[src/rtl/lcd_line_packer_if.sv]
// Pixel-bus capture and framebuffer write port of lcd_line_packer.
// master = LCD source / framebuffer sink side, slave = the packer itself.
interface lcd_line_packer_if;
  logic        lcdClk;
  logic        lcdHsync;
  logic        lcdVsync;
  logic [11:0] lcdData;
  logic        fbWrEn;
  logic [13:0] fbWrAddr;
  logic [35:0] fbWrData;
  logic        frameDone;

  modport master (
    output lcdClk, lcdHsync, lcdVsync, lcdData,
    input  fbWrEn, fbWrAddr, fbWrData, frameDone
  );

  modport slave (
    input  lcdClk, lcdHsync, lcdVsync, lcdData,
    output fbWrEn, fbWrAddr, fbWrData, frameDone
  );
endinterface

[src/rtl/lcd_line_packer.sv]
// Packs three RGB444 segments of each LCD line into 36-bit framebuffer words.
// Optional macro LCD_TESTPATTERN_EN replaces lcdData with a generated pattern.
module lcd_line_packer #(
  parameter int COLLEN     = 75,
  parameter int LINEPIXELS = 224,
  parameter int LINES      = 144,
  parameter int SYNCSTAGES = 2
) (
  input  logic                pxlClk,
  input  logic                rst,
  lcd_line_packer_if.slave    bus_io
);

  // Assumes 2*COLLEN < LINEPIXELS < 3*COLLEN, so every line ends with a flush.
  localparam int PW       = $clog2(LINEPIXELS + 1);
  localparam int LW       = $clog2(LINES + 1);
  localparam int KW       = $clog2(COLLEN);
  localparam int SW       = $clog2(2 * COLLEN);
  localparam int FLUSH_K0 = LINEPIXELS - 2 * COLLEN;

  typedef enum logic [1:0] {IDLE, WAITLINE, ACTIVE, FLUSH} state_t;

  logic [SYNCSTAGES-1:0] clk_sync_q, hs_sync_q, vs_sync_q;
  logic                  clk_prev_q, hs_prev_q, vs_prev_q;
  logic                  px_stb, hs_rise, vs_rise;

  state_t          state_q;
  logic [PW-1:0]   pix_q;
  logic [LW-1:0]   line_q;
  logic [13:0]     base_q;
  logic [KW-1:0]   flush_k_q;
  logic [11:0]     store_q [2*COLLEN];
  logic            wr_en_q, done_q, done_pend_q;
  logic [13:0]     wr_addr_q;
  logic [35:0]     wr_data_q;

  logic [11:0]     px_val;
  logic [KW-1:0]   k_act, k_sel;
  logic [SW-1:0]   idx0, idx1, idx_wr;
  logic [13:0]     addr_d;
  logic [11:0]     seg0, seg1;

  always_ff @(posedge pxlClk) begin
    if (rst) begin
      clk_sync_q <= '0;
      hs_sync_q  <= '0;
      vs_sync_q  <= '0;
      clk_prev_q <= 1'b0;
      hs_prev_q  <= 1'b0;
      vs_prev_q  <= 1'b0;
    end else begin
      clk_sync_q[0] <= bus_io.lcdClk;
      hs_sync_q[0]  <= bus_io.lcdHsync;
      vs_sync_q[0]  <= bus_io.lcdVsync;
      for (int i = 1; i < SYNCSTAGES; i++) begin
        clk_sync_q[i] <= clk_sync_q[i-1];
        hs_sync_q[i]  <= hs_sync_q[i-1];
        vs_sync_q[i]  <= vs_sync_q[i-1];
      end
      clk_prev_q <= clk_sync_q[SYNCSTAGES-1];
      hs_prev_q  <= hs_sync_q[SYNCSTAGES-1];
      vs_prev_q  <= vs_sync_q[SYNCSTAGES-1];
    end
  end

  assign px_stb  = clk_sync_q[SYNCSTAGES-1] & ~clk_prev_q;
  assign hs_rise = hs_sync_q[SYNCSTAGES-1]  & ~hs_prev_q;
  assign vs_rise = vs_sync_q[SYNCSTAGES-1]  & ~vs_prev_q;

`ifdef LCD_TESTPATTERN_EN
  logic [7:0] p8, l8;
  assign p8     = 8'(pix_q);
  assign l8     = 8'(line_q);
  assign px_val = {p8[7:4], l8[7:4], p8[3:0] ^ l8[3:0]};
`else
  // Data rides the same flop depth as lcdClk so px_stb lines up with its pixel.
  logic [SYNCSTAGES-1:0][11:0] dat_sync_q;
  always_ff @(posedge pxlClk) begin
    if (rst) begin
      dat_sync_q <= '0;
    end else begin
      dat_sync_q[0] <= bus_io.lcdData;
      for (int i = 1; i < SYNCSTAGES; i++) dat_sync_q[i] <= dat_sync_q[i-1];
    end
  end
  assign px_val = dat_sync_q[SYNCSTAGES-1];
`endif

  assign k_act  = KW'(pix_q - PW'(2 * COLLEN));
  assign k_sel  = (state_q == FLUSH) ? flush_k_q : k_act;
  assign idx0   = SW'(k_sel);
  assign idx1   = idx0 + SW'(COLLEN);
  assign idx_wr = SW'(pix_q);
  assign seg0   = store_q[idx0];
  assign seg1   = store_q[idx1];
  assign addr_d = base_q + 14'(k_sel);

  always_ff @(posedge pxlClk) begin
    if (rst) begin
      state_q     <= IDLE;
      pix_q       <= '0;
      line_q      <= '0;
      base_q      <= '0;
      flush_k_q   <= '0;
      wr_en_q     <= 1'b0;
      wr_addr_q   <= '0;
      wr_data_q   <= '0;
      done_q      <= 1'b0;
      done_pend_q <= 1'b0;
      for (int i = 0; i < 2 * COLLEN; i++) store_q[i] <= '0;
    end else begin
      wr_en_q     <= 1'b0;
      done_q      <= done_pend_q;
      done_pend_q <= 1'b0;
      if (vs_rise) begin
        line_q  <= '0;
        pix_q   <= '0;
        base_q  <= '0;
        state_q <= WAITLINE;
      end else begin
        case (state_q)
          IDLE: ;
          WAITLINE: begin
            if (hs_rise) begin
              pix_q   <= '0;
              state_q <= ACTIVE;
            end
          end
          ACTIVE: begin
            if (hs_rise) begin
              // Short line: abandon its tail, count it only if it carried pixels.
              pix_q <= '0;
              if (pix_q != '0) begin
                line_q <= line_q + LW'(1);
                base_q <= base_q + 14'(COLLEN);
                if (line_q == LW'(LINES - 1)) state_q <= IDLE;
              end
            end else if (px_stb) begin
              pix_q <= pix_q + PW'(1);
              if (pix_q < PW'(2 * COLLEN)) begin
                store_q[idx_wr] <= px_val;
              end else begin
                wr_en_q   <= 1'b1;
                wr_addr_q <= addr_d;
                wr_data_q <= {seg0, seg1, px_val};
              end
              if (pix_q == PW'(LINEPIXELS - 1)) begin
                flush_k_q <= KW'(FLUSH_K0);
                state_q   <= FLUSH;
              end
            end
          end
          FLUSH: begin
            wr_en_q   <= 1'b1;
            wr_addr_q <= addr_d;
            wr_data_q <= {seg0, seg1, 12'd0};
            if (flush_k_q == KW'(COLLEN - 1)) begin
              line_q <= line_q + LW'(1);
              base_q <= base_q + 14'(COLLEN);
              if (line_q == LW'(LINES - 1)) begin
                done_pend_q <= 1'b1;
                state_q     <= IDLE;
              end else begin
                state_q <= WAITLINE;
              end
            end else begin
              flush_k_q <= flush_k_q + KW'(1);
            end
          end
          default: state_q <= IDLE;
        endcase
      end
    end
  end

  assign bus_io.fbWrEn    = wr_en_q;
  assign bus_io.fbWrAddr  = wr_addr_q;
  assign bus_io.fbWrData  = wr_data_q;
  assign bus_io.frameDone = done_q;

endmodule
[src/flat_wrapper.sv]
// flat-port wrapper written by rule: the top's interface ports become plain ports
module lcd_line_packer_flat 
#(
  parameter int COLLEN     = 75,
  parameter int LINEPIXELS = 224,
  parameter int LINES      = 144,
  parameter int SYNCSTAGES = 2
)
  (pxlClk, rst, bus_io_lcdClk, bus_io_lcdHsync, bus_io_lcdVsync, bus_io_lcdData, bus_io_fbWrEn, bus_io_fbWrAddr, bus_io_fbWrData, bus_io_frameDone);
  lcd_line_packer_if bus_io_i ();
  input  logic pxlClk;
  input  logic rst;
  input wire logic [$bits(bus_io_i.lcdClk)-1:0] bus_io_lcdClk;
  input wire logic [$bits(bus_io_i.lcdHsync)-1:0] bus_io_lcdHsync;
  input wire logic [$bits(bus_io_i.lcdVsync)-1:0] bus_io_lcdVsync;
  input wire logic [$bits(bus_io_i.lcdData)-1:0] bus_io_lcdData;
  output wire logic [$bits(bus_io_i.fbWrEn)-1:0] bus_io_fbWrEn;
  output wire logic [$bits(bus_io_i.fbWrAddr)-1:0] bus_io_fbWrAddr;
  output wire logic [$bits(bus_io_i.fbWrData)-1:0] bus_io_fbWrData;
  output wire logic [$bits(bus_io_i.frameDone)-1:0] bus_io_frameDone;
  assign bus_io_i.lcdClk = bus_io_lcdClk;
  assign bus_io_i.lcdHsync = bus_io_lcdHsync;
  assign bus_io_i.lcdVsync = bus_io_lcdVsync;
  assign bus_io_i.lcdData = bus_io_lcdData;
  assign bus_io_fbWrEn = bus_io_i.fbWrEn;
  assign bus_io_fbWrAddr = bus_io_i.fbWrAddr;
  assign bus_io_fbWrData = bus_io_i.fbWrData;
  assign bus_io_frameDone = bus_io_i.frameDone;
  lcd_line_packer #(.COLLEN(COLLEN), .LINEPIXELS(LINEPIXELS), .LINES(LINES), .SYNCSTAGES(SYNCSTAGES)) u_core (.pxlClk(pxlClk), .rst(rst), .bus_io(bus_io_i));
endmodule
[config.mk]
export PLATFORM = sky130hd
export DESIGN_NAME = lcd_line_packer_flat
export DESIGN_NICKNAME = d
export VERILOG_FILES = /design/src/rtl/lcd_line_packer_if.sv /design/src/rtl/lcd_line_packer.sv /design/src/flat_wrapper.sv
export SDC_FILE = /design/constraint.sdc
export NUM_CORES = 2
export LEC_CHECK = 0
export BUFFER_PORTS_ARGS = -buffer_cell sky130_fd_sc_hd__buf_2
export CORE_UTILIZATION = 48
export DETAILED_ROUTE_END_ITERATION = 7
export MAX_ROUTING_LAYER = met4
export PLACE_DENSITY_LB_ADDON = 0.15
export RECOVER_POWER = 50
export SETUP_SLACK_MARGIN = 0.02
export SLEW_MARGIN = 40
export SYNTH_ARGS = -nofsm -noshare
export SYNTH_HDL_FRONTEND = slang
export SYNTH_SLANG_ARGS = --single-unit
[constraint.sdc]
create_clock -name pxlClk -period 5.2 [get_ports pxlClk]
set_input_delay 0.26 -clock pxlClk [delete_from_list [all_inputs] [get_ports pxlClk]]
set_output_delay 0.26 -clock pxlClk [all_outputs]
set_load 0.1 [all_outputs]
Word level (Yosys, flattened, before mapping):

Memories as Yosys holds them, arrays and structs flattened.
Index checks and enable logic that the tools add are counted.

* register bits after elaboration: 125
* latch bits: 0
* memory bits (writable): 1800
* ROM bits: 0
* input port bits: 17
* logic and storage cells: 129
* memories kept: 1

Memories
* u_core.store_q: depth 150, bits a word 12, read ports 2, clocked after Yosys merged registers in 0, wr ports 150, line lcd_line_packer.sv:32 `logic [11:0] store_q [2*COLLEN];`

* add/sub/neg operators: 7
* $mul: 0
* divide/modulo/power cells: 0
* order comparisons: 1
* eq/ne operators: 25
* shift-type cells: 0
* mux-type cells: 53
* bitwise gates (word level): 9
* reductions and logical operators: 14

Operator list (count)
* $mux 36: 3
* $mux 14: 6
* $pmux 36 s2: 1
* $mux 8: 7
* $pmux 14 s2: 2
* $mux 7: 5
* $pmux 8 s2: 2
* $add 8x1->8 const B: 2
* $eq 8x8->1 const B: 2
* $mux 1: 16
* $add 14x7->14: 1
* $add 14x7->14 const B: 1
* $mux 2: 7
* $pmux 7 s2: 1
* $reduce_and 7->1: 2
* $mux 12: 1
* $reduce_or 12->1: 1
* $ne 2x1->1 const B: 5
* $ne 3x1->1 const B: 3
* $add 7x7->8 const B: 1
* $lt 8x8->1 const B: 1
* $ne 2x2->1 const B: 4
* $ne 4x1->1 const B: 2
* $ne 4x4->1 const B: 2
* other kinds (21): 31

Logic depth before layout (Yosys ltp):

* word-level depth: 10
* mapped depth: 22

Least setup slack after synthesis:

OpenSTA, ideal clock, no wires.

* path type: reg-to-reg
* start: register u_core.state_q[0]
* end: register u_core.wr_data_q[18] (netlist: u_core.bus_io.fbWrData[18])
* data arrival time: 4.507 ns
* path slack: 0.569 ns
* stages on the path, launching flop included: 23
* clock period less this slack: 4.631 ns
* cell sequence: dfxtp_1 -> ha_1 -> buf_6 -> buf_2 -> or2_2 -> nand2_1 -> buf_2 -> clkbuf_1 -> buf_2 -> inv_1 -> ha_1 -> clkbuf_1 -> clkbuf_1 -> clkbuf_1 -> clkbuf_1 -> clkbuf_1 -> mux4_2 -> nand2_1 -> nand3_1 -> a32oi_1 -> nand3_1 -> a31oi_1 -> nand3_1

* word-level cells in the longest chain between the ends: 8

RTL lines
* from (decl): line lcd_line_packer.sv:27 `state_t state_q;`
* from (signal assigned): line lcd_line_packer.sv:100 `state_q <= IDLE;`
* from (signal assigned): line lcd_line_packer.sv:119 `state_q <= WAITLINE;`
* from (signal assigned): line lcd_line_packer.sv:126 `state_q <= ACTIVE;`
* $eq 2x2->1: line lcd_line_packer.sv:90, lcd_line_packer.sv:121
* $mux 7: line lcd_line_packer.sv:90 `assign k_sel = (state_q == FLUSH) ? flush_k_q : k_act;`
* $add 7x7->8: line lcd_line_packer.sv:92 `assign idx1 = idx0 + SW'(COLLEN);`
* $mem_v2 150x12
* $mux 36: line lcd_line_packer.sv:140 `if (pix_q < PW'(2 * COLLEN)) begin`
* $mux 36: line lcd_line_packer.sv:138 `end else if (px_stb) begin`
* $mux 36: line lcd_line_packer.sv:130 `if (hs_rise) begin`
* $pmux 36 s2: line lcd_line_packer.sv:121 `case (state_q)`
* to (signal assigned): line lcd_line_packer.sv:145 `wr_data_q <= {seg0, seg1, px_val};`
* to (signal assigned): line lcd_line_packer.sv:156 `wr_data_q <= {seg0, seg1, 12'd0};`
* to (decl): line lcd_line_packer.sv:35 `logic [35:0] wr_data_q;`

Several ways; a longest one is shown, not always the timed one. The select of a mux whose other input is x is not followed.
A chain may end at the register's enable or synchronous reset.

Worst setup path in the final report:

* start: register u_core.state_q[1]
* end: register u_core.wr_data_q[21] (netlist: u_core.bus_io.fbWrData[21])

The elaborated chain is that of the path after synthesis.

==> reports/summary.md <==
The floorplan has 203 rows. Setup repair after global routing left no endpoint under its margin. The worst-case IR drop observed on VDD is 0.2725 mV. After technology mapping, the gate count stands at 9152. The worst pin sits at a relative slew slack of -195.9%. The overall routing resource usage came out at 27.66%. The final reports fail on max-capacitance violations, max-slew violations. Count of flip-flops with a built-in enable after synthesis: 3056. Once the floorplan was initialized, standard cells occupied 48.27% of the core. The tools report the number of antenna violations at the first check in global routing as 17. After synthesis, flip-flops and latches occupy 63.86% of the total area. The min-delay analysis places its worst path in the category primary input to flop. For this block, wires on met1 add up to 164700 um. Data required time of the critical path: 6.01 ns.

For the total number of vias, the log shows 87414. Cell internal power was estimated by the tool at 50620 uW. The tools report the global placement routability congestion as 0.9329.

The final count of pins violating max slew is 1910. For this block, the initial DRC count from the detailed router was 10573. Vertical die dimension: 556.6 um. After the last flow step, the layout net total stands at 10513. The fraction of registers with async set or reset after synthesis was 0%; the first-pass iteration count of the detailed router was 8. Along the worst path, the maximum fanout reaches 63. The worst path uses 96.06% of the clock period. During synthesis, Yosys emitted a total of 0 warnings.

For the number of maximum-capacitance constraint violations, the log shows 25. The hold violation count in the final report was 0. The logic gate share of total power came out at 24.1%.

The minimum clock period was 4.995 ns. The tools report the endpoint type of the worst setup path as a flop. The logs give 193600 um for the met2 routed wirelength and 0.1476 mm2 for the cell area after synthesis. The count of cells in the finished layout, fillers not included, comes to 14873.

69 I/O pins were placed. Wire segments on met3 add up to 39720 um in the final route. The tools report the fraction of the core area covered by cells at the end of the flow as 55.47%. For the leftover overflow at the end of global routing, the log shows 0. For the core footprint, the log shows 0.3058 mm2. The area growth from synthesis to final layout was 14.92%. The synthesized area divided by synthesized cell count is 16.13 um2, and the total CTS buffers is 345.

Total power divided by cell area: 423.1 mW/mm2. The root cell of the clock tree was sky130_fd_sc_hd__clkbuf_16. The die covers 0.3098 mm2. The run gives -0.08511 ns as the setup slack at placement. After detailed routing, the number of remaining DRC violations is 0. The number of different library cells in the post-synthesis netlist is 63, and the fraction of layout instances using a drive strength above 1 is 20.49%.

The logs give 0.2047 ns for the worst setup slack after layout and 200.2 MHz for the maximum operating frequency. The count of buffers from port buffering was 68; the pin count of the biggest net entering global routing was 186. From left edge to right edge, the die measures 556.6 um. Data arrives at the worst endpoint at 5.80 ns. Setup violations remaining at the end of the flow were counted as 0. CTS built an H-tree with a depth of 5. After detailed routing, the average wire length per cell comes to 28.12 um. The logs give 34.0% for the fraction of power consumed by the clock network and 261700 um for the final HPWL from detailed placement. Counting flops and latches in the post-synthesis netlist gives 3181. For this run, the leading register cell type out of synthesis is sky130_fd_sc_hd__edfxtp_1. The first global-routing pass estimated 600800 um of wire. The leading cell type in the layout, fill and taps excluded was sky130_fd_sc_hd__edfxtp_1.

The count of nets left with antenna violations once routing finished came out at 0. Counting tap cells, the placed design contains a total of 14194 instances. The tools report the insertion delay to the later sink of the worst-skew pair as 0.97 ns. TritonCTS built the clock tree. The number of global-route vias before repair was 86547.

No sink is reached through more buffers than the 4 on the longest clock path. Per report_power, the sequential group accounts for 41.9% of the total. The post-CTS setup repair buffer count came out at 0. Number of vias per cell: 5.877. The category of the worst setup path launch point is a flop.

Wires add up to 418200 um. The top cell types in the final layout, fill and taps aside, are sky130_fd_sc_hd__edfxtp_1, sky130_fd_sc_hd__and2_1, sky130_fd_sc_hd__conb_1. The run finished, with violations left. For the final database, setup skew stands at 0.06120 ns. Clock-pin slew was measured on the worst setup and hold paths at 0.06 ns. The run gives 3181 as the number of sinks on the clock net. At the pin with the least slew margin, the transition time is 4.438 ns.

In this run the top signal layer used is met4. The net switching fraction of the power works out to 29.48%. The tools report the leakage dissipation as 0.06174 uW. The analysis attributes to net switching a power of 21160 uW.

The path type of the worst setup path was flop to flop.
-- worst max-delay path, stage by stage, from the launching register on --
cell and delay, ns:
sky130_fd_sc_hd__dfxtp_1 0.40, sky130_fd_sc_hd__ha_2 0.34, sky130_fd_sc_hd__mux2_4 0.30, sky130_fd_sc_hd__clkinv_16 0.28, sky130_fd_sc_hd__ha_4 0.59, sky130_fd_sc_hd__buf_12 0.24, sky130_fd_sc_hd__buf_4 0.28, sky130_fd_sc_hd__buf_12 0.26
sky130_fd_sc_hd__mux4_2 0.35, sky130_fd_sc_hd__mux4_2 0.46, sky130_fd_sc_hd__a22oi_1 0.39, sky130_fd_sc_hd__nand3_1 0.29, sky130_fd_sc_hd__a22oi_1 0.48, sky130_fd_sc_hd__nand2_1 0.09
-- metrics by stage --
stage	total power, uW	hold slack (ns)	TNS, ns	cell area [um2]
after floorplan	40880	0.3882	0	152200
after global placement	47450	0.4155	-0.09427	158400
after detailed placement	47620	0.4213	-0.1169	158600
after CTS	72000	0.001072	0	170100
after global routing	73840	0.07706	0	169600
final	71780	0.07358	0	169600
-- flip-flops by register name, indices dropped and copies added (netlist names) --
signal                   flops
u_core.line_q                8
u_core.clk_sync_q            2
u_core.state_q               2
u_core.done_pend_q           1
u_core.idx_wr                8
u_core.dat_sync_q           12
u_core.px_val               12
u_core.bus_io.fbWrAddr      14
u_core.bus_io.fbWrEn         1
u_core.vs_sync_q             2
u_core.clk_prev_q            1
u_core.flush_k_q             7
u_core.base_q               14
u_core.bus_io.fbWrData      36
u_core.hs_prev_q             1
u_core.bus_io.frameDone      1
u_core.store_q            3056
u_core.hs_sync_q             2
u_core.vs_prev_q             1
-- metal layers --
metal	vias to the layer above	global-route usage, %
li1	36668	-
met1	45447	36.58
met2	4413	41.83
met3	886	5.693
met4	0	11.61
met5	-	-
-- final cells by class --
type	count	area (um2)
flip-flops and latches	3181	94270
clock buffers	440	9199
multi-input cells	6355	54340
well taps	4100	5130
inverters	20	105.1
clock inverters	188	1983
diodes	19	47.55
fillers	24656	136200
repair buffers	570	4567
-- power groups by stage --
stage | Clock (uW) | Sequential, uW | Combinational [uW]
6_report | 24400 | 30100 | 17300
5_1_grt | 25700 | 30200 | 17900
4_1_cts | 24800 | 30000 | 17100
3_5_place_dp | 0 | 30600 | 17100
3_3_place_gp | 0 | 30500 | 17000
2_1_floorplan | 0 | 30600 | 10300
-- cell families (layout without fill, tap and decap cells) --
group                    count (synthesis)  in the layout  synth area share [%]
other                                    1           1251              0.002540
flip-flops                            3181           3181                 63.86
adder cells (fa/ha/maj)                 23             23                0.2000
XOR/XNOR                                37             37                0.2195
buffers and inverters                  847           1218                 2.728
AND/OR/NAND/NOR                       3255           3255                 12.21
multiplexers                          1385           1385                 18.90
AO/OA/AOI/OAI                          423            423                 1.881
-- what timing repair did --
item / CTS / global route
gates resized for setup: 2 / 2
setup endpoints to repair: 2 / 3
hold endpoints to repair: 21 / 0
hold buffers: 22 / 0
-- synth_stat cells, drive strengths merged, types with 24 or more instances --
cell     count  area share (%)
nand3      198            0.67
nor3       162            0.56
nand2      519             1.3
clkbuf     581             1.5
nand4       30            0.13
a21oi      140            0.47
edfxtp    3056              62
or2        153            0.65
a2111oi     50            0.30
mux2i      262             1.8
nor4        52            0.22
o21ai       27           0.092
dfxtp      125             1.7
and2      1801             7.6
nor2       245            0.62
o22ai       96            0.41
mux4      1121              17
buf        246             1.2
nor2b       46            0.19
a311oi      24            0.14
-- final timing paths --
| path | endpoint | slack [ns] | cells after the start | startpoint |
|---|---|---|---|---|
| hold reg to reg | u_core.px_val[5]$_SDFF_PP0_ | 0.39 | 1 | u_core.dat_sync_q[5]$_SDFF_PP0_ |
| setup reg to reg | u_core.bus_io.fbWrData[21]$_SDFFE_PP0P_ | 0.20 | 13 | u_core.state_q[1]$_SDFFE_PP0P_ |
| hold / removal | u_core.dat_sync_q[9]$_SDFF_PP0_ | 0.07 | 3 | bus_io_lcdData[9] |
| setup / recovery | u_core.bus_io.fbWrData[21]$_SDFFE_PP0P_ | 0.20 | 13 | u_core.state_q[1]$_SDFFE_PP0P_ |
(Power assumes the default switching activity.)
